<file path="config.mk">
export PLATFORM = sky130hd
export DESIGN_NAME = xcvr_refclk_mon
export DESIGN_NICKNAME = d
export VERILOG_FILES = /design/src/rtl/xcvr_refclk_mon.sv
export SDC_FILE = /design/constraint.sdc
export NUM_CORES = 1
export LEC_CHECK = 0
export CAP_MARGIN = 15
export CELL_PAD_IN_SITES_DETAIL_PLACEMENT = 2
export CELL_PAD_IN_SITES_GLOBAL_PLACEMENT = 2
export CORE_MARGIN = 3
export CORE_UTILIZATION = 40
export DETAILED_ROUTE_END_ITERATION = 7
export GPL_TIMING_DRIVEN = 0
export PLACE_DENSITY_LB_ADDON = 0.05
export REMOVE_ABC_BUFFERS = 1
export SLEW_MARGIN = 20
export SYNTH_ARGS = -nofsm -noshare
export SYNTH_HDL_FRONTEND = slang
export SYNTH_SLANG_ARGS = --single-unit
</file>
<file path="constraint.sdc">
create_clock -name CLK -period 6.2 [get_ports CLK]
set_input_delay 1.24 -clock CLK [delete_from_list [all_inputs] [get_ports CLK]]
set_output_delay 1.24 -clock CLK [all_outputs]
set_load 0.02 [all_outputs]
</file>
<file path="src/rtl/xcvr_refclk_mon.sv">
// Reference-clock frequency monitor: per-channel edge counting over a fixed window, health
// tracking and active-channel selection. Define XCVR_REFCLK_MON_AUTO_FAILOVER_EN for autonomous failover.
module xcvr_refclk_mon #(
    parameter int unsigned NUM_CH   = 2,
    parameter int unsigned WINDOW   = 1024,
    parameter int unsigned CNT_W    = 12,
    parameter int unsigned MIN_CNT  = 480,
    parameter int unsigned MAX_CNT  = 544,
    parameter int unsigned GOOD_WIN = 3,
    parameter int unsigned HOLD_WIN = 2
) (
    input  logic              CLK,
    input  logic              RESETN,
    input  logic              MON_EN,
    input  logic [NUM_CH-1:0] REFCLK_TOG,
    input  logic [1:0]        SEL_REQ,
    output logic [NUM_CH-1:0] CH_OK,
    output logic [1:0]        SEL,
    output logic              SEL_VALID,
    output logic              SWITCH_PULSE,
    output logic              WIN_DONE,
    output logic [CNT_W-1:0]  CNT_LAST
);

    localparam int unsigned WIN_W     = (WINDOW > 1) ? $clog2(WINDOW) : 1;
    localparam logic [WIN_W-1:0] WIN_LAST = WIN_W'(WINDOW - 1);
    localparam logic [3:0]  GOOD_WIN4 = 4'(GOOD_WIN);
    localparam logic [2:0]  NUM_CH3   = 3'(NUM_CH);
    localparam logic [CNT_W-1:0] MIN_C = CNT_W'(MIN_CNT);
    localparam logic [CNT_W-1:0] MAX_C = CNT_W'(MAX_CNT);

    logic [NUM_CH-1:0] sync1_q, sync2_q, sync3_q;
    logic [NUM_CH-1:0] tog_edge;
    logic              run_q;
    logic              active, close;
    logic [WIN_W-1:0]  win_cnt_q, win_cnt_d;
    logic [NUM_CH-1:0] ch_ok_q, ch_ok_d;
    logic [3:0]        ok_pad;
    logic [CNT_W-1:0]  final_cnt [4];
    logic [1:0]        sel_q, sel_d;
    logic              sel_valid_q, sel_valid_d;
    logic              switch_q;
    logic              win_done_q;
    logic [CNT_W-1:0]  cnt_last_q;
    logic              req_valid;

    always_ff @(posedge CLK or negedge RESETN) begin
        if (!RESETN) begin
            sync1_q <= '0;
            sync2_q <= '0;
            sync3_q <= '0;
        end else begin
            sync1_q <= REFCLK_TOG;
            sync2_q <= sync1_q;
            sync3_q <= sync2_q;
        end
    end

    assign tog_edge = sync2_q ^ sync3_q;

    // run_q holds off the window for one edge after reset so the window starts on that edge.
    assign active = MON_EN && run_q;
    assign close  = active && (win_cnt_q == WIN_LAST);

    always_comb begin
        win_cnt_d = win_cnt_q;
        if (!active || close) begin
            win_cnt_d = '0;
        end else begin
            win_cnt_d = win_cnt_q + WIN_W'(1);
        end
    end

    for (genvar g = 0; g < NUM_CH; g++) begin : g_ch
        logic [CNT_W-1:0] edge_cnt_q, edge_cnt_d, cnt_now;
        logic [3:0]       streak_q, streak_d;
        logic             in_range, ok_next;

        always_comb begin
            // An edge in the close cycle still belongs to the closing window.
            cnt_now    = (edge_cnt_q == {CNT_W{1'b1}}) ? edge_cnt_q
                                                       : edge_cnt_q + CNT_W'(tog_edge[g]);
            in_range   = (cnt_now >= MIN_C) && (cnt_now <= MAX_C);
            edge_cnt_d = (!active || close) ? '0 : cnt_now;
            streak_d   = streak_q;
            ok_next    = ch_ok_q[g];
            if (!active) begin
                streak_d = '0;
                ok_next  = 1'b0;
            end else if (close) begin
                if (in_range) begin
                    if (streak_q < GOOD_WIN4) begin
                        streak_d = streak_q + 4'd1;
                    end
                    ok_next = (streak_d == GOOD_WIN4);
                end else begin
                    streak_d = '0;
                    ok_next  = 1'b0;
                end
            end
        end

        always_ff @(posedge CLK or negedge RESETN) begin
            if (!RESETN) begin
                edge_cnt_q <= '0;
                streak_q   <= '0;
            end else begin
                edge_cnt_q <= edge_cnt_d;
                streak_q   <= streak_d;
            end
        end

        assign final_cnt[g] = cnt_now;
        assign ch_ok_d[g]   = ok_next;
    end

    for (genvar g = NUM_CH; g < 4; g++) begin : g_pad
        assign final_cnt[g] = '0;
    end

    assign ok_pad    = 4'(ch_ok_d);
    assign req_valid = ({1'b0, SEL_REQ} < NUM_CH3);

`ifdef XCVR_REFCLK_MON_AUTO_FAILOVER_EN
    typedef enum logic [1:0] {StNone, StActive, StHold} sel_state_e;

    localparam sel_state_e StAfterSwitch = (HOLD_WIN == 0) ? StActive : StHold;
    localparam logic [3:0] HOLD_WIN4     = 4'(HOLD_WIN);

    sel_state_e state_q, state_d;
    logic [3:0] hold_q, hold_d;
    logic [2:0] pick, alt;

    // Returns {found, index} of the lowest set bit.
    function automatic logic [2:0] lowest_ok(input logic [3:0] mask);
        logic [2:0] res;
        res = 3'b000;
        for (int i = 3; i >= 0; i--) begin
            if (mask[i]) begin
                res = {1'b1, 2'(i)};
            end
        end
        return res;
    endfunction

    always_comb begin
        state_d = state_q;
        hold_d  = hold_q;
        sel_d   = sel_q;
        pick    = lowest_ok(ok_pad);
        alt     = lowest_ok(ok_pad & ~(4'b0001 << sel_q));
        if (!active) begin
            state_d = StNone;
            hold_d  = '0;
        end else if (close) begin
            case (state_q)
                StNone: begin
                    if (|ok_pad) begin
                        sel_d   = (req_valid && ok_pad[SEL_REQ]) ? SEL_REQ : pick[1:0];
                        state_d = StAfterSwitch;
                        hold_d  = '0;
                    end
                end
                StActive: begin
                    if (!ok_pad[sel_q]) begin
                        if (alt[2]) begin
                            sel_d   = alt[1:0];
                            state_d = StAfterSwitch;
                            hold_d  = '0;
                        end else begin
                            state_d = StNone;
                        end
                    end else if (req_valid && (SEL_REQ != sel_q) && ok_pad[SEL_REQ]) begin
                        sel_d   = SEL_REQ;
                        state_d = StAfterSwitch;
                        hold_d  = '0;
                    end
                end
                StHold: begin
                    if (!ok_pad[sel_q]) begin
                        state_d = StNone;
                    end else if ((hold_q + 4'd1) >= HOLD_WIN4) begin
                        state_d = StActive;
                    end else begin
                        hold_d = hold_q + 4'd1;
                    end
                end
                default: state_d = StNone;
            endcase
        end
    end

    assign sel_valid_d = (state_d != StNone);

    always_ff @(posedge CLK or negedge RESETN) begin
        if (!RESETN) begin
            state_q <= StNone;
            hold_q  <= '0;
        end else begin
            state_q <= state_d;
            hold_q  <= hold_d;
        end
    end
`else
    always_comb begin
        sel_d = sel_q;
        if (close && req_valid) begin
            sel_d = SEL_REQ;
        end
    end

    assign sel_valid_d = ok_pad[sel_d];
`endif

    always_ff @(posedge CLK or negedge RESETN) begin
        if (!RESETN) begin
            run_q       <= 1'b0;
            win_cnt_q   <= '0;
            ch_ok_q     <= '0;
            sel_q       <= '0;
            sel_valid_q <= 1'b0;
            switch_q    <= 1'b0;
            win_done_q  <= 1'b0;
            cnt_last_q  <= '0;
        end else begin
            run_q       <= 1'b1;
            win_cnt_q   <= win_cnt_d;
            ch_ok_q     <= ch_ok_d;
            sel_q       <= sel_d;
            sel_valid_q <= sel_valid_d;
            switch_q    <= (sel_d != sel_q);
            win_done_q  <= close;
            if (close) begin
                cnt_last_q <= final_cnt[sel_d];
            end
        end
    end

    assign CH_OK        = ch_ok_q;
    assign SEL          = sel_q;
    assign SEL_VALID    = sel_valid_q;
    assign SWITCH_PULSE = switch_q;
    assign WIN_DONE     = win_done_q;
    assign CNT_LAST     = cnt_last_q;

endmodule

</file>
==> flow_metrics.env, run 1 <==
export IMPL_status="finished clean"
export IMPL_numPortBuffers=25
export IMPL_start_util_pct=42.1
export IMPL_cts_resized=0
export IMPL_rsz0062_at_grt="no"
export IMPL_hpwl_mm=7.09
export IMPL_relSlewSlack_pct=47.0
export IMPL_synth_edf_count=0
export IMPL_yosysWarnings=0
export IMPL_cp_cell_sequence="clkdlybuf4s50_1 > and2_1 > nand4_1 > nor4_1 > a22oi_2 > a211oi_2"
export IMPL_tightest_slew_ns=0.792
export IMPL_synthMostInstantiatedCell="dfrtp_1"
export IMPL_cap_violations=0
export IMPL_cts_num_sinks=68
export IMPL_cts_hold_buffers=0
export IMPL_synthFlopType="dfrtp_1"
export IMPL_irDropWorstVdd_mv=0.0989
export IMPL_cts_buffers=9
export IMPL_final_setup_viol_count=0
export IMPL_synth_area_leader_cell="dfrtp_1"
export IMPL_vias_per_cell=5.84
export IMPL_routed_wl_mm=10.1
export IMPL_grt_antenna_before_repair=0
export IMPL_synth_top_cells_by_count="dfrtp_1, nor2_1, nand2_1"
export IMPL_die_area_um2=9980
export IMPL_ios=26
export IMPL_diodes=0
export IMPL_yosysUniqueCellTypes=57
export IMPL_cts_root_buf="clkbuf_8"
export IMPL_die_w_um=99.9
export IMPL_critical_path_class="input pin to flop"
export IMPL_cts_setup_buffers=0
export IMPL_cts_htree_levels=3
export IMPL_required_ns=6.47
export IMPL_worstPathArrival_ns=3.70
export IMPL_grt_first_pass_wirelength_mm=17.0
export IMPL_critPathCaptureType="flop"
export IMPL_dr_pass1_iters=4
export IMPL_synth_area_um2=3530
export IMPL_whs_ns=0.354
export IMPL_fp_dieH_um=99.9
export IMPL_gr_total_overflow=0
export IMPL_drt_iter0_markers=75
export IMPL_cts_tree="yes"
export IMPL_tns_ns=0
export IMPL_track_usage_pct=21.7
export IMPL_synth_top_area_share_pct=48.2
export IMPL_drv_slew=0
export IMPL_hold_path_class="flop to flop"
export IMPL_grt_pass1_vias=3245
export IMPL_period_minus_slack_ns=3.44
export IMPL_final_setup_skew_ns=0.0103
export IMPL_hold_violations=0
export IMPL_clk_latency_ns=0.35
export IMPL_clockBufferDepth=2
export IMPL_syn2layout_area_growth_pct=15.6
export IMPL_postSynthAreaPerCell_um2=9.66
export IMPL_grt_start_max_net_pins=38
export IMPL_crit_slowest_cell="nand4_1"
export IMPL_fin_nets=399
export IMPL_timing_fmax_ghz=0.291
export IMPL_drcViolationCount=0
export IMPL_ant_nets=0
export IMPL_ys_seq_area_share_pct=48.2
export IMPL_core_um2=8380
export IMPL_postSynthCellCount=365
export IMPL_power_density_nw_per_um2=222
export IMPL_synth_top_cells_by_area="dfrtp_1, nor2_1, nand2_1"
export IMPL_synthArstFlopShare_pct=100
export IMPL_slowest_delay_ns=0.72
export IMPL_drive_gt1_share_pct=11.3
export IMPL_total_power_uw=906
export IMPL_p_leak_uw=0.00178
export IMPL_path_clk_slew_ns=0.08
export IMPL_wl_per_cell_um=20.4
export IMPL_critPathMaxFanout=16
export IMPL_gp_congestion=0.764
export IMPL_worstSetupStartpointType="input pin"
export IMPL_fin_crit_sh_pct=55.5
export IMPL_ys_seq_elements=68
export IMPL_num_rows=33
export IMPL_vias=2886
## layer usage
metal / vias up / part of all wire (%) / global-route usage [%]
li1: 1350 / - / -
met1: 1486 / 46 / 28.2
met2: 37 / 50 / 36.8
met3: 13 / 2.3 / 3.06
met4: 0 / 1.5 / 7.88
met5: - / 0 / 0
## cell type report
cell class,instances,area [µm²]
timing repair buffer,27,275
multi-input combinational,270,1710
clock inverter,4,72.6
clock buffer,11,151
inverter,9,33.8
tap,105,131
sequential,68,1700
fill,877,4300
## report_power, final
part / switching, µW / leakage (µW) / internal (µW) / total, µW
Clock: 173 / 0.000111 / 246 / 419
Sequential: 2.95 / 0.000932 / 447 / 450
Combinational: 25.1 / 0.000739 / 11.8 / 36.9
Total: 201 / 0.00178 / 705 / 906
## final timing paths
check | to | slack, ns | start | cells past startpoint
min in group asynchronous | sync3_q[0]$_DFF_PN0_ | 0.82 | RESETN | 1
setup reg to reg | CNT_LAST[10]$_DFFE_PN0P_ | 2.82 | win_cnt_q[0]$_DFF_PN0_ | 9
max in group asynchronous | SEL[1]$_DFF_PN0_ | 4.82 | RESETN | 2
setup / recovery | SEL_VALID$_DFF_PN0_ | 2.76 | MON_EN | 6
hold / removal | sync2_q[0]$_DFF_PN0_ | 0.35 | sync1_q[0]$_DFF_PN0_ | 0
hold reg to reg | sync2_q[0]$_DFF_PN0_ | 0.35 | sync1_q[0]$_DFF_PN0_ | 0
## sequential cells by signal, summed over array words and instances, names as in the netlist
signal,flops
CH_OK,2
CNT_LAST,12
SEL,2
SEL_VALID,1
SWITCH_PULSE,1
WIN_DONE,1
g_ch.edge_cnt_q,24
g_ch.streak_q,8
run_q,1
sync1_q,2
sync2_q,2
sync3_q,2
win_cnt_q,10
## logic make-up (layout without fill, tap and decap cells)
group / count (synthesis) / count (layout) / synth area share, %
adder cells (fa/ha/maj): 7 / 7 / 2.48
XOR/XNOR: 12 / 12 / 2.98
flip-flops: 68 / 68 / 48.2
other: 1 / 1 / 0.106
multiplexers: 13 / 13 / 3.97
buffers and inverters: 27 / 51 / 3.41
AND/OR/NAND/NOR: 161 / 161 / 24.3
AO/OA/AOI/OAI: 76 / 76 / 14.5
## worst max-delay path, delay by kind of cell
kind	cells	cell delay, ns
AND/OR/NAND/NOR	3	1.63
buffers and inverters	1	0.47
AO/OA/AOI/OAI	2	0.36
## stage by stage
stage | setup WS [ns] | std cells | cell area [µm²] | util, %
6_report | 2.76 | 494 | 4080 | 48.6
5_1_grt | 2.46 | 494 | 4080 | 48.6
3_3_place_gp | 1.48 | 477 | 3820 | 45.6
3_5_place_dp | 2.34 | 479 | 3850 | 45.9
4_1_cts | 2.72 | 494 | 4080 | 48.6
2_1_floorplan | 2.94 | 347 | 3440 | -
## cell usage in the layout (no fill, tap or decap), types with 3 or more instances in the layout
cell / count
and2_1: 5
and4_1: 7
a31oi_1: 8
clkbuf_8: 11
nand2_1: 35
clkdlybuf4s50_1: 24
ha_1: 7
nor2b_1: 3
a21oi_1: 13
inv_1: 9
xnor2_1: 3
xor2_1: 9
dfrtp_1: 68
nor2_1: 44
o21ai_0: 23
nor3b_1: 3
a21o_1: 3
nor3_1: 5
mux2i_1: 4
nand4_1: 7
nand3_1: 18
o21ai_1: 4
mux2_2: 8
and3_1: 14
Power figures use the tool's default switching activity.
==> inputs of run 2 (changes only) <==
--- a/config.mk
+++ b/config.mk
@@ -9,7 +9,7 @@
 export CELL_PAD_IN_SITES_DETAIL_PLACEMENT = 2
 export CELL_PAD_IN_SITES_GLOBAL_PLACEMENT = 2
 export CORE_MARGIN = 3
-export CORE_UTILIZATION = 40
+export CORE_UTILIZATION = 37
 export DETAILED_ROUTE_END_ITERATION = 7
 export GPL_TIMING_DRIVEN = 0
 export PLACE_DENSITY_LB_ADDON = 0.05
==> constraint.sdc (replaced) <==
create_clock -name CLK -period 3.2 [get_ports CLK]
set_input_delay 0.64 -clock CLK [delete_from_list [all_inputs] [get_ports CLK]]
set_output_delay 0.64 -clock CLK [all_outputs]
set_load 0.02 [all_outputs]
==> flow_metrics.env, run 2 (synthesized netlist as in run 1, its figures left out) <==
export IMPL_timing_fmax_ghz=0.343
export IMPL_final_setup_viol_count=0
export IMPL_largest_reg_flops=24
export IMPL_place_inst=500
export IMPL_clk_latency_ns=0.36
export IMPL_period_minus_slack_ns=2.91
export IMPL_layout_common_cells="dfrtp_1, nor2_1, nand2_1"
export IMPL_drive_gt1_share_pct=13.3
export IMPL_slowest_delay_ns=0.40
export IMPL_crit_start="sync2_q[0]$_DFF_PN0_"
export IMPL_fin_nets=401
export IMPL_status="finished clean"
export IMPL_core_um2=8980
export IMPL_drv_slew=0
export IMPL_die_w_um=104
export IMPL_p_leak_uw=0.00182
export IMPL_power_density_nw_per_um2=434
export IMPL_final_setup_skew_ns=0.0161
export IMPL_required_ns=3.43
export IMPL_num_rows=34
export IMPL_critical_path_class="flop to flop"
export IMPL_crit_slowest_cell="dfrtp_1"
export IMPL_fin_crit_sh_pct=91.0
export IMPL_syn2layout_area_growth_pct=19.2
export IMPL_start_util_pct=39.3
export IMPL_instances_no_fill=518
export IMPL_fin_area_um2=4200
export IMPL_diodes=0
export IMPL_cts_root_buf="clkbuf_8"
export IMPL_total_power_uw=1820
export IMPL_dpl_cell_area_um2=3880
export IMPL_vias=2856
export IMPL_grt_antenna_before_repair=0
export IMPL_dr_pass1_iters=4
export IMPL_cp_cell_sequence="xor2_1 > ha_2 > ha_2 > and4_1 > a41oi_1 > a31o_2 > and4_1 > a22o_2 > nor4b_4 > a221oi_1 > a211oi_2"
export IMPL_track_usage_pct=19.7
export IMPL_r2r_start="sync2_q[0]$_DFF_PN0_"
export IMPL_clockBufferDepth=2
export IMPL_gp_congestion=0.789
export IMPL_tightest_slew_ns=0.626
export IMPL_cts_hold_buffers=0
export IMPL_critPathCaptureType="flop"
export IMPL_cap_violations=0
export IMPL_mostFrequentLayoutCell="dfrtp_1"
export IMPL_fp_dieH_um=104
export IMPL_routed_wl_mm=10.1
export IMPL_wl_per_cell_um=19.5
export IMPL_critPathMaxFanout=6
export IMPL_relSlewSlack_pct=58.1
export IMPL_largest_register="g_ch.edge_cnt_q"
export IMPL_grt_pass1_vias=3101
export IMPL_numPortBuffers=25
export IMPL_cts_num_sinks=68
export IMPL_gr_total_overflow=0
export IMPL_cts_htree_levels=3
export IMPL_grt_first_pass_wirelength_mm=16.7
export IMPL_die_area_um2=10700
export IMPL_hpwl_mm=6.87
export IMPL_cts_tree="yes"
export IMPL_rsz0062_at_grt="no"
export IMPL_tns_ns=0
export IMPL_hold_path_class="input pin to asynchronous set/reset pin"
export IMPL_drcViolationCount=0
export IMPL_hold_violations=0
export IMPL_grt_start_max_net_pins=45
export IMPL_fillers=951
export IMPL_irDropWorstVdd_mv=0.187
export IMPL_ant_nets=0
export IMPL_worstSetupStartpointType="flop"
export IMPL_worstPathArrival_ns=3.14
export IMPL_path_clk_slew_ns=0.08
export IMPL_drt_iter0_markers=73
export IMPL_vias_per_cell=5.51
export IMPL_ios=26
export IMPL_cts_buffers=9
export IMPL_final_util_pct=46.8
## run 2: path summary, 6_finish.rpt
| kind | endpoint | slack (ns) | cells past startpoint |
|---|---|---|---|
| hold / removal | g_ch[0].edge_cnt_q[1]$_DFF_PN0_ | 0.19 | 1 |
| setup reg to reg | SEL_VALID$_DFF_PN0_ | 0.29 | 11 |
| setup / recovery | SEL_VALID$_DFF_PN0_ | 0.29 | 11 |
| max in group asynchronous | SEL_VALID$_DFF_PN0_ | 2.46 | 2 |
| hold reg to reg | sync2_q[0]$_DFF_PN0_ | 0.35 | 0 |
| min in group CLK | sync2_q[0]$_DFF_PN0_ | 0.35 | 0 |
## run 2: per-layer routing
layer  track usage (%)  up-vias  part of all wire (%)  routed length [µm]
met1              25.8     1464                    47                4730
met4              6.27        0                   1.1                 115
met2              33.5       28                    50                5090
li1                  -     1353                     -                   -
met5                 0        -                     0                   0
met3              3.05       11                   1.9                 193
## run 2: timing repair
action | in CTS | in global routing
resized for setup | 3 | 11
pin swaps | 0 | 2
buffers inserted | 0 | 2
hold endpoints to repair | 0 | 0
setup endpoints to repair | 9 | 8
## run 2: where the power goes
group / switching (µW) / internal [µW] / total [µW]
Combinational: 49.6 / 24.8 / 74.4
Sequential: 5.98 / 866 / 872
Clock: 358 / 520 / 878
Total: 414 / 1410 / 1820
## run 2: critical path, delay by kind of cell (launching register included)
kind            cells  cell delay [ns]
compound gates      5             1.15
simple gates        3             0.57
fa+ha+maj           2             0.49
flops               1             0.40
xor+xnor            1             0.16
## run 2: through the flow
step	hold slack, ns	worst slack [ns]
after floorplan	0.331	0.174
after global placement	0.333	-0.955
after detailed placement	0.337	-0.209
after CTS	0.185	0.0379
after global routing	0.199	0.0323
final	0.190	0.288
## run 2: layout make-up
cell class	count	area [µm²]	share of cell area (%)
clock buffer	10	128	3.04
clock inverter	6	113	2.68
multi-input combinational	270	1770	42.2
tap	126	158	3.75
sequential	68	1700	40.5
inverter	9	33.8	0.804
timing repair buffer	29	298	7.09
==> inputs of run 3 (changes only) <==
--- a/config.mk
+++ b/config.mk
@@ -5,7 +5,8 @@
 export SDC_FILE = /design/constraint.sdc
 export NUM_CORES = 1
 export LEC_CHECK = 0
-export CAP_MARGIN = 15
+export ABC_CLOCK_PERIOD_IN_PS = 3200
+export CAP_MARGIN = 20
 export CELL_PAD_IN_SITES_DETAIL_PLACEMENT = 2
 export CELL_PAD_IN_SITES_GLOBAL_PLACEMENT = 2
 export CORE_MARGIN = 3
==> results of run 3 <==
Final layout, timing and power as in run 2 (identical DEF).
